## src/rtl/addsub_arbiter.sv

```systemverilog
// Two-requester round-robin front end for one shared WIDTH-bit add/subtract datapath.
// Define ADDSUB_ARB_OVF_EN to add the registered signed-overflow output rsp_ovf.
module addsub_arbiter #(
   parameter int unsigned WIDTH = 32
) (
   input  logic             clk,
   input  logic             rst,
   input  logic             req0_valid,
   output logic             req0_ready,
   input  logic [WIDTH-1:0] req0_a,
   input  logic [WIDTH-1:0] req0_b,
   input  logic             req0_sub,
   input  logic             req1_valid,
   output logic             req1_ready,
   input  logic [WIDTH-1:0] req1_a,
   input  logic [WIDTH-1:0] req1_b,
   input  logic             req1_sub,
   output logic             rsp_valid,
   input  logic             rsp_ready,
   output logic             rsp_id,
`ifdef ADDSUB_ARB_OVF_EN
   output logic             rsp_ovf,
`endif
   output logic [WIDTH-1:0] rsp_sum
);

   typedef enum logic [1:0] {StIdle, StCalc, StResp} state_t;

   state_t           state_q;
   logic             last_id_q;
   logic [WIDTH-1:0] op_a_q;
   logic [WIDTH-1:0] op_b_q;
   logic             op_sub_q;
   logic             op_id_q;

   logic             grant0;
   logic             grant1;
   logic [WIDTH-1:0] b_eff;
   logic [WIDTH-1:0] sum;

   // On a tie the requester that was not granted last time wins.
   always_comb begin
      grant0 = req0_valid & (~req1_valid | last_id_q);
      grant1 = req1_valid & (~req0_valid | ~last_id_q);
   end

   // Reset wins over an accept, so ready is withheld while rst is high.
   assign req0_ready = (state_q == StIdle) & grant0 & ~rst;
   assign req1_ready = (state_q == StIdle) & grant1 & ~rst;

   // Subtraction as a + ~b + 1, carry-in supplied by op_sub_q.
   always_comb begin
      b_eff = op_sub_q ? ~op_b_q : op_b_q;
      sum   = op_a_q + b_eff + {{(WIDTH-1){1'b0}}, op_sub_q};
   end

`ifdef ADDSUB_ARB_OVF_EN
   logic ovf;
   always_comb begin
      if (op_sub_q) begin
         ovf = (op_a_q[WIDTH-1] != op_b_q[WIDTH-1]) & (sum[WIDTH-1] != op_a_q[WIDTH-1]);
      end else begin
         ovf = (op_a_q[WIDTH-1] == op_b_q[WIDTH-1]) & (sum[WIDTH-1] != op_a_q[WIDTH-1]);
      end
   end
`endif

   always_ff @(posedge clk) begin
      if (rst) begin
         state_q   <= StIdle;
         last_id_q <= 1'b1;
         op_a_q    <= '0;
         op_b_q    <= '0;
         op_sub_q  <= 1'b0;
         op_id_q   <= 1'b0;
         rsp_valid <= 1'b0;
         rsp_id    <= 1'b0;
         rsp_sum   <= '0;
`ifdef ADDSUB_ARB_OVF_EN
         rsp_ovf   <= 1'b0;
`endif
      end else begin
         unique case (state_q)
            StIdle: begin
               if (grant0 | grant1) begin
                  op_a_q    <= grant1 ? req1_a : req0_a;
                  op_b_q    <= grant1 ? req1_b : req0_b;
                  op_sub_q  <= grant1 ? req1_sub : req0_sub;
                  op_id_q   <= grant1;
                  last_id_q <= grant1;
                  state_q   <= StCalc;
               end
            end
            StCalc: begin
               rsp_sum   <= sum;
               rsp_id    <= op_id_q;
               rsp_valid <= 1'b1;
`ifdef ADDSUB_ARB_OVF_EN
               rsp_ovf   <= ovf;
`endif
               state_q   <= StResp;
            end
            StResp: begin
               if (rsp_ready) begin
                  rsp_valid <= 1'b0;
                  state_q   <= StIdle;
               end
            end
            default: state_q <= StIdle;
         endcase
      end
   end

endmodule

```

## config.mk

```make
export PLATFORM = sky130hd
export DESIGN_NAME = addsub_arbiter
export DESIGN_NICKNAME = d
export VERILOG_FILES = /design/src/rtl/addsub_arbiter.sv
export SDC_FILE = /design/constraint.sdc
export NUM_CORES = 1
export LEC_CHECK = 0
export BUFFER_PORTS_ARGS = -buffer_cell sky130_fd_sc_hd__buf_2
export CORE_UTILIZATION = 53
export DETAILED_ROUTE_END_ITERATION = 16
export PLACE_DENSITY = 0.93
export SYNTH_ARGS = -nofsm -noshare
export SYNTH_HDL_FRONTEND = slang
export SYNTH_SLANG_ARGS = --single-unit
```

## constraint.sdc

```tcl
create_clock -name clk -period 3.55 [get_ports clk]
set_input_delay 1.065 -clock clk [delete_from_list [all_inputs] [get_ports clk]]
set_output_delay 1.065 -clock clk [all_outputs]
set_load 0.01 [all_outputs]
```

==> results of run 1 <==
[power breakdown]
part	switching [mW]	internal, mW	leakage, nW	total (mW)
sequential	0.115	1.31	0.852	1.43
combinational	0.894	0.613	2.42	1.51
clock	0.441	0.476	0.136	0.917
[path summary, 6_finish.rpt]
| kind | end | slack [ns] | cells past startpoint |
|---|---|---|---|
| setup / recovery | rsp_sum[30] | 0.40 | 10 |
| setup reg to reg | rsp_sum[30] | 0.40 | 10 |
| hold reg to reg | rsp_sum[17] | 0.45 | 2 |
| hold / removal | rsp_sum[17] | 0.45 | 2 |
[cell families after synthesis]
logic type                 count (synthesis)  synth area share (%)
DFF                                      103                  33.3
and+or+nand+nor                          207                  14.9
xor gates and xnor gates                  54                  7.63
adders and majority gates                 34                  6.99
AOI/OAI and AO/OA                        208                  23.1
buffers and inverters                     56                  3.51
muxes                                     66                  10.7
[Yosys cell counts (all sizes together) (2+ instances only)]
cell    instances
nand4          10
a221oi          2
buf            16
a31oi           7
o31ai           3
a21o           10
a21oi          48
o21bai          4
inv            10
o211ai          4
nand2b         12
xor2           43
o21a            3
a211oi         66
nor3            9
ha             33
nor2b           4
nor2           91
and3            6
o21ai          39
a21boi          4
and2            4
mux2i          66
a22oi           4
xnor2          11
nand3b          4
dfxtp         103
nand3           5
nand2          57
clkbuf         30
[cell type report]
cell class	instances	area, um^2	share of cell area, %
Multi-Input combinational cell	569	3940	53.1
Sequential cell	103	2060	27.8
Timing Repair Buffer	177	928	12.5
Clock buffer	9	225	3.04
Tap cell	143	179	2.41
Clock inverter	7	48.8	0.658
Inverter	10	37.5	0.506
[per-stage QoR]
stage          power, mW  instance area, um^2  worst slack, ns  hold slack [ns]  util (%)
2_1_floorplan       2.50                 6200            0.499            0.432         -
3_3_place_gp        2.90                 7140            0.536            0.433      62.6
3_5_place_dp        2.93                 7140            0.413            0.439      62.6
4_1_cts             3.85                 7420            0.402            0.455      65.0
5_1_grt             4.10                 7420            0.254            0.473      65.0
6_report            3.85                 7420            0.404            0.450      65.0
[registers in the layout, summed over array words and instances, names as in the netlist]
signal / count
op_a_q: 32
rsp_valid: 1
rsp_id: 1
op_sub_q: 1
rsp_sum: 32
op_b_q: 32
op_id_q: 1
last_id_q: 1
state_q: 2
[tightest hold or removal path: cells and delay by family, from the launching register on]
| family | cells | cell delay [ns] |
|---|---|---|
| AOI/OAI and AO/OA | 1 | 0.05 |
| DFF | 1 | 0.32 |
| and+or+nand+nor | 1 | 0.04 |
[routing by layer]
layer,wire (um),share of wire [%],up-vias
li1,-,-,2924
met1,7280,46,2601
met2,7200,46,204
met3,998,6.3,20
met4,236,1.5,0
met5,0,0,-
[layout by cell type, fill, tap and decap left out, types with 3 or more instances in the layout]
cell type and n:
a211oi_1 66, a21boi_0 3, a21o_1 10, a21oi_1 46, a22oi_1 4, a31oi_1 7, and2_1 4, and3_1 5
buf_2 170, buf_4 5, clkbuf_16 9, clkinv_2 3, dfxtp_1 102, ha_1 33, inv_1 10, mux2i_1 66
nand2_1 57, nand2b_1 12, nand3_1 5, nand3b_1 4, nand4_1 10, nor2_1 91, nor2b_1 4, nor3_1 9
o211ai_1 3, o21ai_0 37, o21bai_1 4, o31ai_1 3, xnor2_1 11, xor2_1 43
==> implementation parameters, run 1 <==
Parameter                              Value

Global route
  Met3 track utilization from global routing    6.11%
  Global route hottest layer    met2
  Met2 layer usage reported by global route    43.8%
  Met1 capacity usage during global routing    36.2%
  First-pass GRT wire length    25.2 mm
  Overall track demand over capacity in global routing    27.1%
  Number of global-route vias before repair    5289
  Maximum number of pins on one net before global-route repair    72
  Remaining global-route overflow    0
  Antenna violations before repair    0

STA
  Minimum clock period    3.15 ns
  Worst-Margin Slew    1.15 ns
  Max-slew violations    0
  Final period util    88.6%
  Setup TNS    0 ns
  Relative slew margins    23.2%
  Final hold violation count    0
  Highest attainable clock frequency    318 MHz
  RSZ-0062 raised after global routing    no
  Layout Skew    0.00522 ns
  Final count of negative-setup-slack endpoints    0

Yosys
  Biggest area contributors in the synthesized netlist    dfxtp_1 33%, mux2i_1 11%, a211oi_1 8.0%, ha_1 6.7%, xor2_1 6.1%
  Sequential-to-total area share from yosys stat    33.3%
  Top FF cell, synth    dfxtp_1
  Post-synthesis cell area    0.00620 mm^2
  Post-Synthesis Mean Instance Area    8.51 um^2
  Fraction of synthesis flops using an asynchronous set or reset pin    0%
  Ys Warns    0
  Number of flops mapped to enable cells by yosys    0
  Synthesized instance count    728
  Synthesized flop and latch total    103
  Area leader, netlist    dfxtp_1
  Distinct cell type count of the synthesized netlist    56
  Yosys top cell area share    33.3%
  Post-Syn Nets    897

Critical path
  Reg-to-reg startpoint    op_sub_q
  Launch point of the critical path    op_sub_q
  Critical path class    reg -> reg
  Required time of the critical path    3.80 ns
  Crit-path cells    xor2_1 > inv_1 > fa_1 > and2b_2 > o2111ai_2 > a2111o_1 > a21oi_4 > o41a_4 > a2111oi_2 > o32ai_1
  Largest incremental delay on the critical path    0.52 ns
  Slowest cell on crit path    dfxtp_2
  Worst Path Arrival    3.40 ns
  Kind of end point of the critical path    register
  Crit path max-delay family    compound AO/OA/AOI/OAI gates
  Worst Setup Start Kind    register
  Crit-path max FO    13
  Buffers and inverters on the worst path    1

Routing
  Number of vias per cell after detailed routing    5.65
  Wire length per cell    15.4 um
  Number of vias after detailed routing    5749
  Remaining antenna violation count    0
  Number of violations reported at the end of detailed-routing iteration 0    386
  DRC violation count after routing    2
  Number of detailed-route iterations in the first pass    10
  Drt total wl    15.7 mm

Clock tree
  Clock root cell    clkbuf_16
  Resize count post-CTS    0
  Number of hold buffers added after CTS    0
  Clock insertion delay at the later pin of the skew report    0.35 ns
  TritonCTS clock tree    yes
  TritonCTS buffer count    9
  H-Tree Level Count    3
  Count of buffers added by post-CTS timing repair for setup    0
  Post-CTS clock slew at the launch and capture registers of the worst setup and hold paths    0.07 ns
  Number of clock sinks    103
  Maximum buffer depth of the clock tree    2

Place
  Instance count after placement with tap cells included    1002
  Detailed Place HPWL    12.3 mm
  Weighted congestion reported at the end of routability-driven placement    1.02
  Port Buffers    170

Run status
  Outcome    finished, violations left
  Violated checks    design-rule violations

Power
  LEAKAGE    3.40 nW
  Peak ir drop on the vdd network    347 uV
  Power density of the placed cells    519 mW/mm^2

Die
  X dimension of the die    110 um
  Top-level I/O count    171
  Total Die Area    0.0121 mm^2
  Starting density of the core    54.3%
  Core Box Area    0.0114 mm^2
  Number of standard-cell rows in the floorplan    39
  Vertical extent of the die    110 um

Finish
  Relative area change from synthesis to final layout    19.7%
  Final instance count without filler cells    1018
  Antenna Diode Count    0
  Ratio of cells with drive above 1 in the final layout    23.8%
  Net total in the final layout    1039
  Number of filler instances in the final layout    1015

Min path
  Worst hold path class    reg -> reg
  Launch point of the worst hold path    rsp_sum[17]

Flow run
  Max-cap violation count    0
(Power assumes the default switching activity.)
==> inputs of run 2 (changes only) <==
--- a/config.mk
+++ b/config.mk
@@ -9,6 +9,7 @@
 export CORE_UTILIZATION = 53
 export DETAILED_ROUTE_END_ITERATION = 16
 export PLACE_DENSITY = 0.93
+export SLEW_MARGIN = 10
 export SYNTH_ARGS = -nofsm -noshare
 export SYNTH_HDL_FRONTEND = slang
 export SYNTH_SLANG_ARGS = --single-unit
==> constraint.sdc (replaced) <==
create_clock -name clk -period 3.55 [get_ports clk]
set_input_delay 0.355 -clock clk [delete_from_list [all_inputs] [get_ports clk]]
set_output_delay 0.355 -clock clk [all_outputs]
set_load 0.01 [all_outputs]
==> run 2 against run 1 <==
Compared with the run above:
- the run now ends clean
- sequential cell count is the same
- via count grew 0.45%
- clock skew grew 0.0026 ns
- critical path depth is the same
- maximum frequency grew 4.9%
- combinational power is essentially flat
- worst setup slack gained 0.15 ns
- core utilization grew 0.38 points
- die area is the same
- register-to-register slack gained 0.15 ns
- hold slack lost 0.15 ns
- global-route usage shrank 1.6 points
- critical endpoint unchanged
- largest cell class unchanged
- highest routed layer unchanged
==> implementation parameters, run 2 (synthesis gave the netlist of run 1 again) <==
Parameter                              Value

Critical path
  Largest incremental delay on the critical path    0.50 ns (was 0.52 ns)
  Worst Path Arrival    3.25 ns (was 3.40 ns)
  Reg-to-reg startpoint    op_sub_q (unchanged)
  Crit-path max FO    9 (was 13)
  Kind of end point of the critical path    register (unchanged)
  Launch point of the critical path    op_sub_q (unchanged)
  Worst Setup Start Kind    register (unchanged)
  Critical path class    reg -> reg (unchanged)
  Crit-path cells    xor2_1 > inv_1 > fa_1 > and2b_2 > o2111ai_2 > a2111o_1 > a21oi_4 > o41a_4 > a2111oi_2 > o32ai_1 (unchanged)
  Slowest cell on crit path    a2111o_1 (was dfxtp_2)
  Required time of the critical path    3.80 ns (about the same)

STA
  Highest attainable clock frequency    333 MHz (was 318 MHz)
  Worst-Margin Slew    1.15 ns (about the same)
  Relative slew margins    22.8% (was 23.2%)
  Max-slew violations    0 (unchanged)
  Setup TNS    0 ns (unchanged)
  Final hold violation count    0 (unchanged)
  Layout Skew    0.00777 ns (was 0.00522 ns)
  Final period util    84.5% (was 88.6%)
  Final count of negative-setup-slack endpoints    0 (unchanged)
  Minimum clock period    3.00 ns (was 3.15 ns)
  RSZ-0062 raised after global routing    no (unchanged)

Global route
  First-pass GRT wire length    24.1 mm (was 25.2 mm)
  Remaining global-route overflow    0 (unchanged)
  Number of global-route vias before repair    5087 (was 5289)
  Antenna violations before repair    0 (unchanged)
  Maximum number of pins on one net before global-route repair    123 (was 72)
  Overall track demand over capacity in global routing    25.5% (was 27.1%)

Routing
  DRC violation count after routing    0 (was 2)
  Number of detailed-route iterations in the first pass    5 (was 10)
  Number of vias per cell after detailed routing    5.67 (was 5.65)
  Wire length per cell    15.2 um (was 15.4 um)
  Drt total wl    15.5 mm (was 15.7 mm)
  Remaining antenna violation count    0 (unchanged)
  Number of violations reported at the end of detailed-routing iteration 0    376 (was 386)
  Number of vias after detailed routing    5775 (was 5749)

Clock tree
  Resize count post-CTS    0 (unchanged)
  H-Tree Level Count    3 (unchanged)
  TritonCTS clock tree    yes (unchanged)
  Clock root cell    clkbuf_16 (unchanged)
  Number of hold buffers added after CTS    0 (unchanged)
  TritonCTS buffer count    9 (unchanged)
  Maximum buffer depth of the clock tree    2 (unchanged)
  Post-CTS clock slew at the launch and capture registers of the worst setup and hold paths    0.07 ns (about the same)
  Clock insertion delay at the later pin of the skew report    0.35 ns (about the same)
  Count of buffers added by post-CTS timing repair for setup    0 (unchanged)
  Number of clock sinks    103 (unchanged)

Finish
  Net total in the final layout    1039 (unchanged)
  Footprint of the multi-input gates    0.00394 mm^2 (unchanged)
  Number of filler instances in the final layout    960 (was 1015)
  Most frequent cells in the layout    170 x buf_2, 102 x dfxtp_1, 91 x nor2_1 (unchanged)
  Largest registers    op_a_q: 32 flops, op_b_q: 32 flops, rsp_sum: 32 flops (unchanged)
  Relative area change from synthesis to final layout    20.4% (was 19.7%)
  Commonest non-fill, non-tap cell in the layout    buf_2 (unchanged)
  Ratio of cells with drive above 1 in the final layout    23.8% (unchanged)
  Antenna Diode Count    0 (unchanged)
  Combined flip-flop and latch cell area    0.00206 mm^2 (unchanged)

Place
  Port Buffers    170 (unchanged)
  Detailed Place HPWL    12.1 mm (was 12.3 mm)
  Weighted congestion reported at the end of routability-driven placement    0.925 (was 1.02)

Die
  Number of standard-cell rows in the floorplan    39 (unchanged)
  Vertical extent of the die    110 um (unchanged)
  Top-level I/O count    171 (unchanged)
  X dimension of the die    110 um (unchanged)
  Total Die Area    0.0121 mm^2 (unchanged)
  Core Box Area    0.0114 mm^2 (unchanged)
  Starting density of the core    54.3% (unchanged)

Min path
  Worst hold path class    in -> reg (was reg -> reg)
  Launch point of the worst hold path    rsp_ready (was rsp_sum[17])

Power
  LEAKAGE    3.42 nW (was 3.40 nW)
  Power density of the placed cells    530 mW/mm^2 (was 519 mW/mm^2)
  Overall power after layout    3.96 mW (was 3.85 mW)
  Peak ir drop on the vdd network    327 uV (was 347 uV)

Run status
  Outcome    finished, final reports clean (was finished, violations left)

Flow run
  Max-cap violation count    0 (unchanged)
[run 2: cell count changes in the layout (fill, tap and decap cells not counted)]
cell       before  now
bufinv_16       0    1
buf_12          2    3
inv_8           0    1
clkinv_2        3    1
buf_4           5    4
[run 2: critical path: cells and delay by family (launching register included)]
kind / cells / cell delay (ns)
buf+inv: 1 / 0.09
simple gates: 1 / 0.25
fa+ha+maj: 1 / 0.41
flops: 1 / 0.49
xor+xnor: 1 / 0.22
compound gates: 6 / 1.43
[run 2: stage by stage]
stage	utilization [%]	cell area [um^2]	hold slack, ns	worst slack, ns	instances
floorplan	-	6200	0.432	0.612	728
global placement	62.7	7160	0.435	0.615	1002
detailed placement	62.7	7160	0.436	0.566	1002
CTS	65.3	7460	0.296	0.545	1018
global route	65.3	7460	0.330	0.416	1018
finish	65.3	7460	0.302	0.550	1018
[run 2: per-layer routing]
metal,routed length [um],global-route usage [%],up-vias,share of wire [%]
met2,7090,41.5,220,46
met3,857,3.23,19,5.5
met4,197,6.48,0,1.3
met1,7360,35.6,2620,47
met5,0,0,-,0
li1,-,-,2916,-
[run 2: power by group]
part,total [mW],internal [mW],switching [mW]
Clock,1.02,0.556,0.462
Sequential,1.42,1.31,0.112
Combinational,1.52,0.615,0.900
[run 2: layout make-up]
cell class / instances / share of cell area [%]
multi-input cells: 569 / 52.7
clock inverters: 7 / 1.07
flip-flops and latches: 103 / 27.7
well taps: 143 / 2.40
repair buffers: 177 / 12.6
inverters: 10 / 0.503
clock buffers: 9 / 3.02
[run 2: path summary, 6_finish.rpt]
path                            slack (ns)  cells after the start           to
worst max register to register        0.55                     10  rsp_sum[30]
worst min register to register        0.45                      2  rsp_sum[17]
worst max-delay path                  0.55                     10  rsp_sum[30]
worst min-delay path                  0.30                      3   state_q[1]
